<file path="config.mk">
export PLATFORM = sky130hd
export DESIGN_NAME = floor_arbiter
export DESIGN_NICKNAME = d
export VERILOG_FILES = /design/src/rtl/fpu_pkg.sv /design/src/rtl/floor.sv /design/src/rtl/rr_arb2.sv /design/src/rtl/floor_arbiter.sv
export SDC_FILE = /design/constraint.sdc
export NUM_CORES = 1
export LEC_CHECK = 0
export CAP_MARGIN = 30
export CORE_AREA = 2 2 151 109
export DETAILED_ROUTE_END_ITERATION = 6
export DIE_AREA = 0 0 153 111
export PLACE_DENSITY_LB_ADDON = 0.15
export SETUP_SLACK_MARGIN = 0.1
export SYNTH_ARGS = -nofsm -noshare
export SYNTH_HDL_FRONTEND = slang
export SYNTH_SLANG_ARGS = --single-unit
</file>
<file path="constraint.sdc">
create_clock -name clk -period 5.09 [get_ports clk]
set_input_delay 0.509 -clock clk [delete_from_list [all_inputs] [get_ports clk]]
set_output_delay 0.509 -clock clk [all_outputs]
set_load 0.01 [all_outputs]
</file>
<file path="src/rtl/fpu_pkg.sv">
`default_nettype none
// +----------------------------------------------------------------------+
// | Package : fpu_pkg                                                    |
// | Shared FPU types: rounding operation encoding and float width.       |
// | Revision: 1.0 - initial release                                      |
// +----------------------------------------------------------------------+
package fpu_pkg;

  typedef enum logic {
    OP_FLOOR = 1'b0,
    OP_CEIL  = 1'b1
  } round_op_t;

  localparam int FLOAT_W = 32;

endpackage : fpu_pkg
`default_nettype wire

</file>
<file path="src/rtl/floor.sv">
`default_nettype none
// +----------------------------------------------------------------------+
// | Module  : floor                                                      |
// | Combinational binary32 round-toward-minus-infinity.                  |
// | NaN, Inf, +/-0 and integral values pass through unchanged.           |
// | Revision: 1.0 - initial release                                      |
// +----------------------------------------------------------------------+
module floor
  import fpu_pkg::*;
(
  input  logic [FLOAT_W-1:0] src,
  output logic [FLOAT_W-1:0] dst
);

  logic [7:0]         expo;
  logic [4:0]         frac_bits;
  logic [FLOAT_W-1:0] frac_mask;
  logic [FLOAT_W-1:0] trunc;

  // Clear the fractional bits; negative non-integers step one unit away from zero.
  always_comb begin
    expo      = src[30:23];
    frac_bits = '0;
    frac_mask = '0;
    trunc     = '0;
    dst       = src;
    if (expo >= 8'd150) begin
      // Already integral (covers exponent 255: NaN and Inf)
      dst = src;
    end else if (expo < 8'd127) begin
      // |x| < 1: zeros keep their sign, others go to +0 or -1.0
      if (src[30:0] == 31'd0) begin
        dst = src;
      end else if (src[31]) begin
        dst = 32'hBF80_0000;
      end else begin
        dst = 32'h0000_0000;
      end
    end else begin
      frac_bits = 5'(8'd150 - expo);
      frac_mask = (32'd1 << frac_bits) - 32'd1;
      trunc     = src & ~frac_mask;
      if ((src & frac_mask) == 32'd0) begin
        dst = src;
      end else if (src[31]) begin
        // Magnitude increment; a mantissa carry rolls cleanly into the exponent
        dst = trunc + (32'd1 << frac_bits);
      end else begin
        dst = trunc;
      end
    end
  end

endmodule : floor
`default_nettype wire

</file>
<file path="src/rtl/rr_arb2.sv">
`default_nettype none
// +----------------------------------------------------------------------+
// | Module  : rr_arb2                                                    |
// | Two-way round-robin arbiter with a 1-bit priority pointer.           |
// | Revision: 1.0 - initial release                                      |
// +----------------------------------------------------------------------+
module rr_arb2 (
  input  logic       clk,
  input  logic       rst,
  input  logic [1:0] valid,
  input  logic       can_accept,
  output logic [1:0] grant
);

  logic prio_q;
  logic prio_d;

  // Grant selection; the pointer moves to the loser only when a grant is issued.
  always_comb begin
    grant  = 2'b00;
    prio_d = prio_q;
    if (can_accept) begin
      case (valid)
        2'b01:   grant = 2'b01;
        2'b10:   grant = 2'b10;
        2'b11:   grant = prio_q ? 2'b10 : 2'b01;
        default: grant = 2'b00;
      endcase
    end
    if (grant[0]) begin
      prio_d = 1'b1;
    end else if (grant[1]) begin
      prio_d = 1'b0;
    end
  end

  // Priority pointer register.
  always_ff @(posedge clk) begin
    if (rst) begin
      prio_q <= 1'b0;
    end else begin
      prio_q <= prio_d;
    end
  end

endmodule : rr_arb2
`default_nettype wire

</file>
<file path="src/rtl/floor_arbiter.sv">
`default_nettype none
// +----------------------------------------------------------------------+
// | Module  : floor_arbiter                                              |
// | Shares one floor unit between two requesters through a 2-stage      |
// | stallable pipeline. CEIL is computed as -floor(-x).                  |
// | Revision: 1.0 - initial release                                      |
// +----------------------------------------------------------------------+
module floor_arbiter
  import fpu_pkg::*;
#(
  parameter int TAG_W = 5
) (
  input  logic               clk,
  input  logic               rst,
  input  logic               req0_valid,
  output logic               req0_ready,
  input  logic               req0_op,
  input  logic [FLOAT_W-1:0] req0_src,
  input  logic [TAG_W-1:0]   req0_tag,
  input  logic               req1_valid,
  output logic               req1_ready,
  input  logic               req1_op,
  input  logic [FLOAT_W-1:0] req1_src,
  input  logic [TAG_W-1:0]   req1_tag,
  output logic               res_valid,
  input  logic               res_ready,
  output logic               res_id,
  output logic [TAG_W-1:0]   res_tag,
  output logic [FLOAT_W-1:0] res_dest
);

  // Stage 1: operand already sign-adjusted for CEIL
  logic               s1_valid_q, s1_valid_d;
  logic               s1_id_q,    s1_id_d;
  round_op_t          s1_op_q,    s1_op_d;
  logic [TAG_W-1:0]   s1_tag_q,   s1_tag_d;
  logic [FLOAT_W-1:0] s1_src_q,   s1_src_d;

  // Stage 2: final result
  logic               s2_valid_q, s2_valid_d;
  logic               s2_id_q,    s2_id_d;
  logic [TAG_W-1:0]   s2_tag_q,   s2_tag_d;
  logic [FLOAT_W-1:0] s2_dest_q,  s2_dest_d;

  logic               s2_adv;
  logic               s1_can_accept;
  logic [1:0]         grant;
  logic               take;
  logic               sel_id;
  round_op_t          sel_op;
  logic [FLOAT_W-1:0] sel_src;
  logic [TAG_W-1:0]   sel_tag;
  logic [FLOAT_W-1:0] floor_out;

  // Stage advance conditions: S1 may refill in the same cycle it drains.
  always_comb begin
    s2_adv        = s1_valid_q && (!s2_valid_q || res_ready);
    s1_can_accept = !s1_valid_q || s2_adv;
  end

  rr_arb2 u_arb (
    .clk        (clk),
    .rst        (rst),
    .valid      ({req1_valid, req0_valid}),
    .can_accept (s1_can_accept),
    .grant      (grant)
  );

  // Winning requester's payload.
  always_comb begin
    req0_ready = grant[0];
    req1_ready = grant[1];
    take       = grant[0] || grant[1];
    sel_id     = grant[1];
    sel_op     = sel_id ? round_op_t'(req1_op) : round_op_t'(req0_op);
    sel_src    = sel_id ? req1_src : req0_src;
    sel_tag    = sel_id ? req1_tag : req0_tag;
  end

  // S1 next state: load on grant, otherwise empty out when S2 takes the entry.
  always_comb begin
    s1_valid_d = s1_valid_q;
    s1_id_d    = s1_id_q;
    s1_op_d    = s1_op_q;
    s1_tag_d   = s1_tag_q;
    s1_src_d   = s1_src_q;
    if (take) begin
      s1_valid_d = 1'b1;
      s1_id_d    = sel_id;
      s1_op_d    = sel_op;
      s1_tag_d   = sel_tag;
      s1_src_d   = {sel_src[31] ^ (sel_op == OP_CEIL), sel_src[30:0]};
    end else if (s2_adv) begin
      s1_valid_d = 1'b0;
    end
  end

  floor u_floor (
    .src (s1_src_q),
    .dst (floor_out)
  );

  // S2 next state: payload only changes on advance so a stalled result holds.
  always_comb begin
    s2_valid_d = s2_valid_q;
    s2_id_d    = s2_id_q;
    s2_tag_d   = s2_tag_q;
    s2_dest_d  = s2_dest_q;
    if (s2_adv) begin
      s2_valid_d = 1'b1;
      s2_id_d    = s1_id_q;
      s2_tag_d   = s1_tag_q;
      s2_dest_d  = {floor_out[31] ^ (s1_op_q == OP_CEIL), floor_out[30:0]};
    end else if (res_ready) begin
      s2_valid_d = 1'b0;
    end
  end

  // Pipeline registers.
  always_ff @(posedge clk) begin
    if (rst) begin
      s1_valid_q <= 1'b0;
      s1_id_q    <= 1'b0;
      s1_op_q    <= OP_FLOOR;
      s1_tag_q   <= '0;
      s1_src_q   <= '0;
      s2_valid_q <= 1'b0;
      s2_id_q    <= 1'b0;
      s2_tag_q   <= '0;
      s2_dest_q  <= '0;
    end else begin
      s1_valid_q <= s1_valid_d;
      s1_id_q    <= s1_id_d;
      s1_op_q    <= s1_op_d;
      s1_tag_q   <= s1_tag_d;
      s1_src_q   <= s1_src_d;
      s2_valid_q <= s2_valid_d;
      s2_id_q    <= s2_id_d;
      s2_tag_q   <= s2_tag_d;
      s2_dest_q  <= s2_dest_d;
    end
  end

  // Results come straight from S2 registers.
  always_comb begin
    res_valid = s2_valid_q;
    res_id    = s2_id_q;
    res_tag   = s2_tag_q;
    res_dest  = s2_dest_q;
  end

endmodule : floor_arbiter
`default_nettype wire

</file>
==> results.tsv, run 1 <==
metric	value	unit
stdcell_count	1292	
rsz0062_at_grt	false	
yosys_warnings	0	
coreArea	15800	um2
required	5.36	ns
powerDensity	245	nW/um2
grt_start_max_net_pins	79	
hold_buffers	0	
peakVddDrop	0.000165	V
p_leak	3.33	nW
hpwlAfterDp	20100	um
path_buf_inv	1	
ys_types	83	
vias	8142	
max_freq	217	MHz
synth_area_per_cell	6.93	um2
cts_sinks	80	
cts_root_buf	clkbuf_16	
cts_resized	0	
post_cts_buffers	0	
overflow	0	
grt_pass1_wl	42700	um
cts_buffer_depth	2	
drv_cap	0	
setup_violations	0	
drt_iter0_drc	952	
syn-cell-area	7030	um2
die-area	17000	um2
worstSetupStartpointType	flip-flop	
grt_pass1_vias	7379	
dr.pass1.iters	6	
whs	0.448	ns
finalCritPeriodShare	90.4	%
tns	0	ns
grt_use_total	31.4	%
cts.reportedPaths.clkPinSlew	0.06	ns
place_inst	1276	
critPathMaxFanout	15	
synth_seq_cells	80	
min-delay-start	res_dest[0]	
skew	0.00413	ns
cts_buffers	9	
io-pin-count	122	
drc	0	
cts_tree	yes	
crit_type	flip-flop to flip-flop	
routedWlPerCell	21.0	um
crit_path_top_delay_cell	a221oi_2	
syn_nets	1123	
syn_inst	1014	
antenna_found_initial	0	
cp-end-kind	flip-flop	
htreeDepth	3	
crit_chain	and3b_1 > nand2_1 > ha_1 > buf_4 > nor2_1 > a31oi_1 > o2bb2ai_1 > nor2_1 > ha_1 > nand2_1 > o21ai_0 > nor3b_1 > a21oi_4 > a221oi_2 > o21bai_1 > a21oi_1 > xor2_1 > or3_1 > a21oi_1	
tightest_slew	1.02	ns
yosysSeqAreaShare	22.8	%
via_per_inst	6.30	
r2r-end	res_dest[24]	
die_y	111	um
drive_above_1_share	5.61	%
nFillCells	1585	
hold_violations	0	
ant_nets	0	
ff2ff_setup_slack	0.49	ns
holdPathStages	2	
whs_endpoint	res_dest[0]	
synthArstFlopShare	0	%
layout.nets	1191	
slew_headroom	31.7	%
worstPathArrival	4.87	ns
worstReg2RegStart	s1_src_q[26]	
synth-edff-count	0	
num_rows	39	
io_buffers	121	
start_util	44.6	%
synth_ff_type	dfxtp_1	
drv_slew	0	
min_period	4.60	ns
syn2layout_area_growth	22.1	%
critPathMaxStageDelay	0.43	ns
diodes	0	
worstRegToRegCells	19	
hold_path_class	flip-flop to flip-flop	
cpLargestDelayFamily	simple AND/OR/NAND/NOR gates	
routed_wl	27100	um
chipWidth	153	um
status	finished, final reports clean	
insertion_delay	0.34	ns
gp_congestion	1.03	
worst register-to-register path: stages, from the launching register on:
cell	delay (ns)
dfxtp_1	0.30
and3b_1	0.34
nand2_1	0.11
ha_1	0.35
buf_4	0.25
nor2_1	0.24
a31oi_1	0.12
o2bb2ai_1	0.30
nor2_1	0.10
ha_1	0.39
nand2_1	0.10
o21ai_0	0.12
nor3b_1	0.39
a21oi_4	0.14
a221oi_2	0.43
o21bai_1	0.10
a21oi_1	0.18
xor2_1	0.09
or3_1	0.31
a21oi_1	0.14
routing by layer:
layer | vias up | routed length [um] | GRT usage [%]
met2 | 527 | 11400 | 46.8
met5 | - | 0 | 0
li1 | 3830 | - | -
met1 | 3732 | 12000 | 45.8
met4 | 0 | 602 | 6.85
met3 | 53 | 3100 | 7.74
logic make-up (layout without fill, tap and decap cells):
logic type	after synthesis	in the layout	synth area share (%)
xor gates and xnor gates	29	29	3.61
buffers and inverters	112	185	6.77
DFF	80	80	22.8
AOI/OAI and AO/OA	330	330	32.9
muxes	7	7	0.997
adders and majority gates	28	28	4.98
and+or+nand+nor	428	428	27.9
stage by stage:
stage          power (mW)  util (%)  area (um2)  setup WS [ns]
6_report             2.10      54.4        8580          0.490
5_1_grt              2.21      54.4        8580          0.232
4_1_cts              2.09      54.4        8580          0.595
3_5_place_dp         1.44      52.6        8280          0.619
3_3_place_gp         1.45      52.6        8280          0.647
2_1_floorplan        1.16         -        7030          0.694
registers in the layout, indices dropped and copies added (netlist names):
signal and cells:
s1_op_q 1, s1_valid_q 1, s1_id_q 1, u_arb.prio_q 1, res_valid 1, s1_src_q 32
res_tag 5, res_id 1, res_dest 32, s1_tag_q 5
worst max-delay path by stage:
stage | startpoint | cells after the start | endpoint | slack, ns
after global routing | s1_src_q[25] | 19 | res_dest[24] | 0.23
final | s1_src_q[26] | 19 | res_dest[24] | 0.49
after global placement | s1_src_q[26] | 19 | res_dest[29] | 0.65
after CTS | s1_src_q[26] | 19 | res_dest[24] | 0.59
after floorplan | s1_src_q[27] | 24 | res_dest[29] | 0.69
after detailed placement | s1_src_q[26] | 19 | res_dest[24] | 0.62
layout make-up:
cell class | count | area (um2) | area share (%)
clock inverters | 4 | 52.6 | 0.612
clock buffers | 12 | 246 | 2.87
well taps | 205 | 256 | 2.99
repair buffers | 143 | 1370 | 16.0
multi-input cells | 822 | 4960 | 57.7
inverters | 26 | 97.6 | 1.14
flip-flops and latches | 80 | 1600 | 18.7
placed cells by master, fill, tap and decap left out, types with 16 or more instances in the layout:
| cell | n |
|---|---|
| nand2_1 | 148 |
| nor2_1 | 139 |
| clkdlybuf4s50_1 | 120 |
| dfxtp_1 | 80 |
| a21oi_1 | 78 |
| o21ai_0 | 53 |
| a311oi_1 | 42 |
| ha_1 | 28 |
| nor3_1 | 26 |
| inv_1 | 25 |
| a21o_1 | 24 |
| buf_4 | 22 |
| nand3_1 | 19 |
| xnor2_1 | 19 |
| a211oi_1 | 18 |
| nand2b_1 | 17 |
| a31oi_1 | 16 |
synthesized netlist by cell type (all sizes together) (7+ instances only):
library cell  instances  share of area (%)
nand2               148                7.9
nor2                139                7.4
dfxtp                80                 23
a21oi                79                5.8
o21ai                59                4.3
clkbuf               58                3.1
a311oi               44                5.7
buf                  28                2.3
ha                   28                5.0
inv                  26                1.4
nor3                 26                1.9
a21o                 24                2.6
nand3                20                1.4
a211oi               19                2.1
xnor2                19                2.4
nand2b               18                1.6
a31oi                16                1.4
nor2b                11               0.98
nor4                 11                1.1
and3                 10               0.89
xor2                 10                1.2
and2                  9               0.80
nand4                 9               0.89
a22oi                 8               0.85
mux2i                 7                1.0
o2111ai               7               0.96
power breakdown:
part	switching, mW	leakage (nW)	internal, mW
clock network	0.260	0.147	0.396
logic	0.421	2.52	0.275
registers	0.0750	0.660	0.677
total	0.756	3.33	1.35
Note: power is estimated with default switching activity, not from simulation.
==> run 2: changes to the inputs <==
--- a/config.mk
+++ b/config.mk
@@ -14,3 +14,4 @@
 export SYNTH_ARGS = -nofsm -noshare
 export SYNTH_HDL_FRONTEND = slang
 export SYNTH_SLANG_ARGS = --single-unit
+export TNS_END_PERCENT = 50
==> results of run 2 <==
Final layout, timing and power as in run 1 (identical DEF).
==> run 3: changes to the inputs <==
--- a/config.mk
+++ b/config.mk
@@ -6,9 +6,9 @@
 export NUM_CORES = 1
 export LEC_CHECK = 0
 export CAP_MARGIN = 30
-export CORE_AREA = 2 2 151 109
+export CORE_AREA = 2 2 163 101
 export DETAILED_ROUTE_END_ITERATION = 6
-export DIE_AREA = 0 0 153 111
+export DIE_AREA = 0 0 165 103
 export PLACE_DENSITY_LB_ADDON = 0.15
 export SETUP_SLACK_MARGIN = 0.1
 export SYNTH_ARGS = -nofsm -noshare
==> run 3 against run 2 <==
  * Non-clock buffer count grew 3
  * Clock skew grew 0.0054 ns
  * Power shrank 3.0%
  * Largest cell class unchanged
  * Clock power shrank 11%
  * Fmax grew 0.61%
  * Register-to-register slack gained 0.03 ns
  * Sequential power is essentially flat
  * Combinational power grew 2%
  * Count of clock-buffer cells in the layout shrank 3
==> results.tsv, run 3 (synthesis gave the netlist of run 1 again) <==
metric	value	unit	change
status	finished, final reports clean		unchanged
drv_slew	0		unchanged
layout.nets	1194		was 1191
dr.pass1.iters	5		was 6
gp_congestion	1.01		was 1.03
setup_slack	0.518	ns	was 0.490 ns
cts_buffer_depth	2		unchanged
tightest_slew	1.05	ns	was 1.02 ns
powerDensity	238	nW/um2	was 245 nW/um2
cpLargestDelayFamily	compound AO/OA/AOI/OAI gates		was simple AND/OR/NAND/NOR gates
num_rows	36		was 39
drt_iter0_drc	859		was 952
hpwlAfterDp	21200	um	was 20100 um
peakVddDrop	0.000166	V	was 0.000165 V
critPathMaxStageDelay	0.62	ns	was 0.43 ns
io_buffers	121		unchanged
post_cts_buffers	0		unchanged
crit_type	flip-flop to flip-flop		unchanged
insertion_delay	0.33	ns	was 0.34 ns
diodes	0		unchanged
ant_nets	0		unchanged
crit_chain	and3b_1 > nand2_1 > ha_2 > buf_4 > nor2_1 > a22o_1 > nor2_1 > ha_1 > and2_1 > a32o_1 > a311oi_2 > o21ai_1 > xor2_1 > mux2i_1 > nor2_1 > a211oi_1 > nor3_1		was and3b_1 > nand2_1 > ha_1 > buf_4 > nor2_1 > a31oi_1 > o2bb2ai_1 > nor2_1 > ha_1 > nand2_1 > o21ai_0 > nor3b_1 > a21oi_4 > a221oi_2 > o21bai_1 > a21oi_1 > xor2_1 > or3_1 > a21oi_1
start_util	44.7	%	was 44.6%
mostFrequentLayoutCell	nand2_1		unchanged
max_freq	219	MHz	was 217 MHz
hold_violations	0		unchanged
die-area	17000	um2	about the same
mostFrequentLayoutCells	148 x nand2_1, 139 x nor2_1, 120 x clkdlybuf4s50_1		unchanged
required	5.27	ns	was 5.36 ns
grt_use_total	32.8	%	was 31.4%
htreeDepth	3		unchanged
antenna_found_initial	0		unchanged
routed_wl	28400	um	was 27100 um
utilization	54.5	%	was 54.4%
whs	0.451	ns	was 0.448 ns
io-pin-count	122		unchanged
cts_root_buf	clkbuf_16		unchanged
chipWidth	165	um	was 153 um
min_period	4.57	ns	was 4.60 ns
crit_top_cell	nor2_1		
overflow	0		unchanged
drc	0		unchanged
path_buf_inv	1		unchanged
drv_cap	0		unchanged
grt_pass1_vias	7006		was 7379
worstSetupStartpointType	flip-flop		unchanged
cts_buffers	9		unchanged
skew	0.00953	ns	was 0.00413 ns
routedWlPerCell	21.9	um	was 21.0 um
via_per_inst	6.26		was 6.30
drive_above_1_share	5.89	%	was 5.61%
cp-end-kind	flip-flop		unchanged
cts.reportedPaths.clkPinSlew	0.06	ns	about the same
critPathMaxFanout	18		was 15
worstPathArrival	4.76	ns	was 4.87 ns
setup_violations	0		unchanged
p_leak	3.32	nW	was 3.33 nW
finalCritPeriodShare	89.8	%	was 90.4%
hold_path_class	flip-flop to flip-flop		unchanged
place_ws	0.493	ns	was 0.619 ns
coreArea	15700	um2	was 15800 um2
grt_start_max_net_pins	79		unchanged
slew_headroom	29.4	%	was 31.7%
vias	8113		was 8142
die_y	103	um	was 111 um
grt_pass1_wl	42400	um	was 42700 um
tns	0	ns	unchanged
syn2layout_area_growth	21.8	%	was 22.1%
crit_path_top_delay_cell	a311oi_2		was a221oi_2
cts_sinks	80		unchanged
rsz0062_at_grt	false		unchanged
cts_tree	yes		unchanged
==> run 3: cell types whose count changed in the layout (fill, tap and decap cells not counted), sizes merged <==
cell,before,now
inv,27,26
clkinvlp,0,2
bufinv,1,0
buf,23,26
clkbuf,12,9
==> run 3: tightest hold or removal path, stage by stage, from the launching register on <==
cell	delay, ns
dfxtp_1	0.31
nand2_1	0.05
a21oi_1	0.05
==> run 3: layout make-up <==
type                            instances  area [um2]
Inverter                               26        97.6
Multi-Input combinational cell        822        4960
Tap cell                              209         262
Fill cell                            1568        7160
Timing Repair Buffer                  146        1390
Clock inverter                          4        25.0
Clock buffer                            9         225
Sequential cell                        80        1600
==> run 3: per-layer routing <==
metal	routed length, um	global-route usage (%)
met5	0	0
met4	474	6.69
met3	3130	9.29
met2	11300	45.5
met1	13500	49.7
==> run 3: path summary, 6_finish.rpt <==
check	startpoint	endpoint	slack, ns	depth (start not counted)
max	s1_src_q[26]	res_dest[11]	0.52	17
min	s1_tag_q[1]	res_tag[1]	0.45	2
max reg2reg	s1_src_q[26]	res_dest[11]	0.52	17
min reg2reg	s1_tag_q[1]	res_tag[1]	0.45	2
==> run 3: stage by stage <==
step,power (mW),cell area [um2],std cells
6_report,2.04,8560,1296
5_1_grt,2.13,8560,1296
4_1_cts,2.03,8560,1296
3_5_place_dp,1.45,8310,1283
3_3_place_gp,1.45,8310,1283
2_1_floorplan,1.16,7030,1014
==> run 3: timing repair <==
| item | CTS | global route |
|---|---|---|
| setup endpoints to repair | 0 | 4 |
| hold buffers | 0 | 0 |
| hold endpoints to repair | 0 | 0 |
| resized for setup | 0 | 1 |
==> run 3: report_power, final <==
| part | internal [mW] | switching (mW) | leakage [nW] | total (mW) |
|---|---|---|---|---|
| Clock | 0.321 | 0.261 | 0.119 | 0.581 |
| Combinational | 0.277 | 0.431 | 2.54 | 0.708 |
| Sequential | 0.677 | 0.0750 | 0.660 | 0.752 |
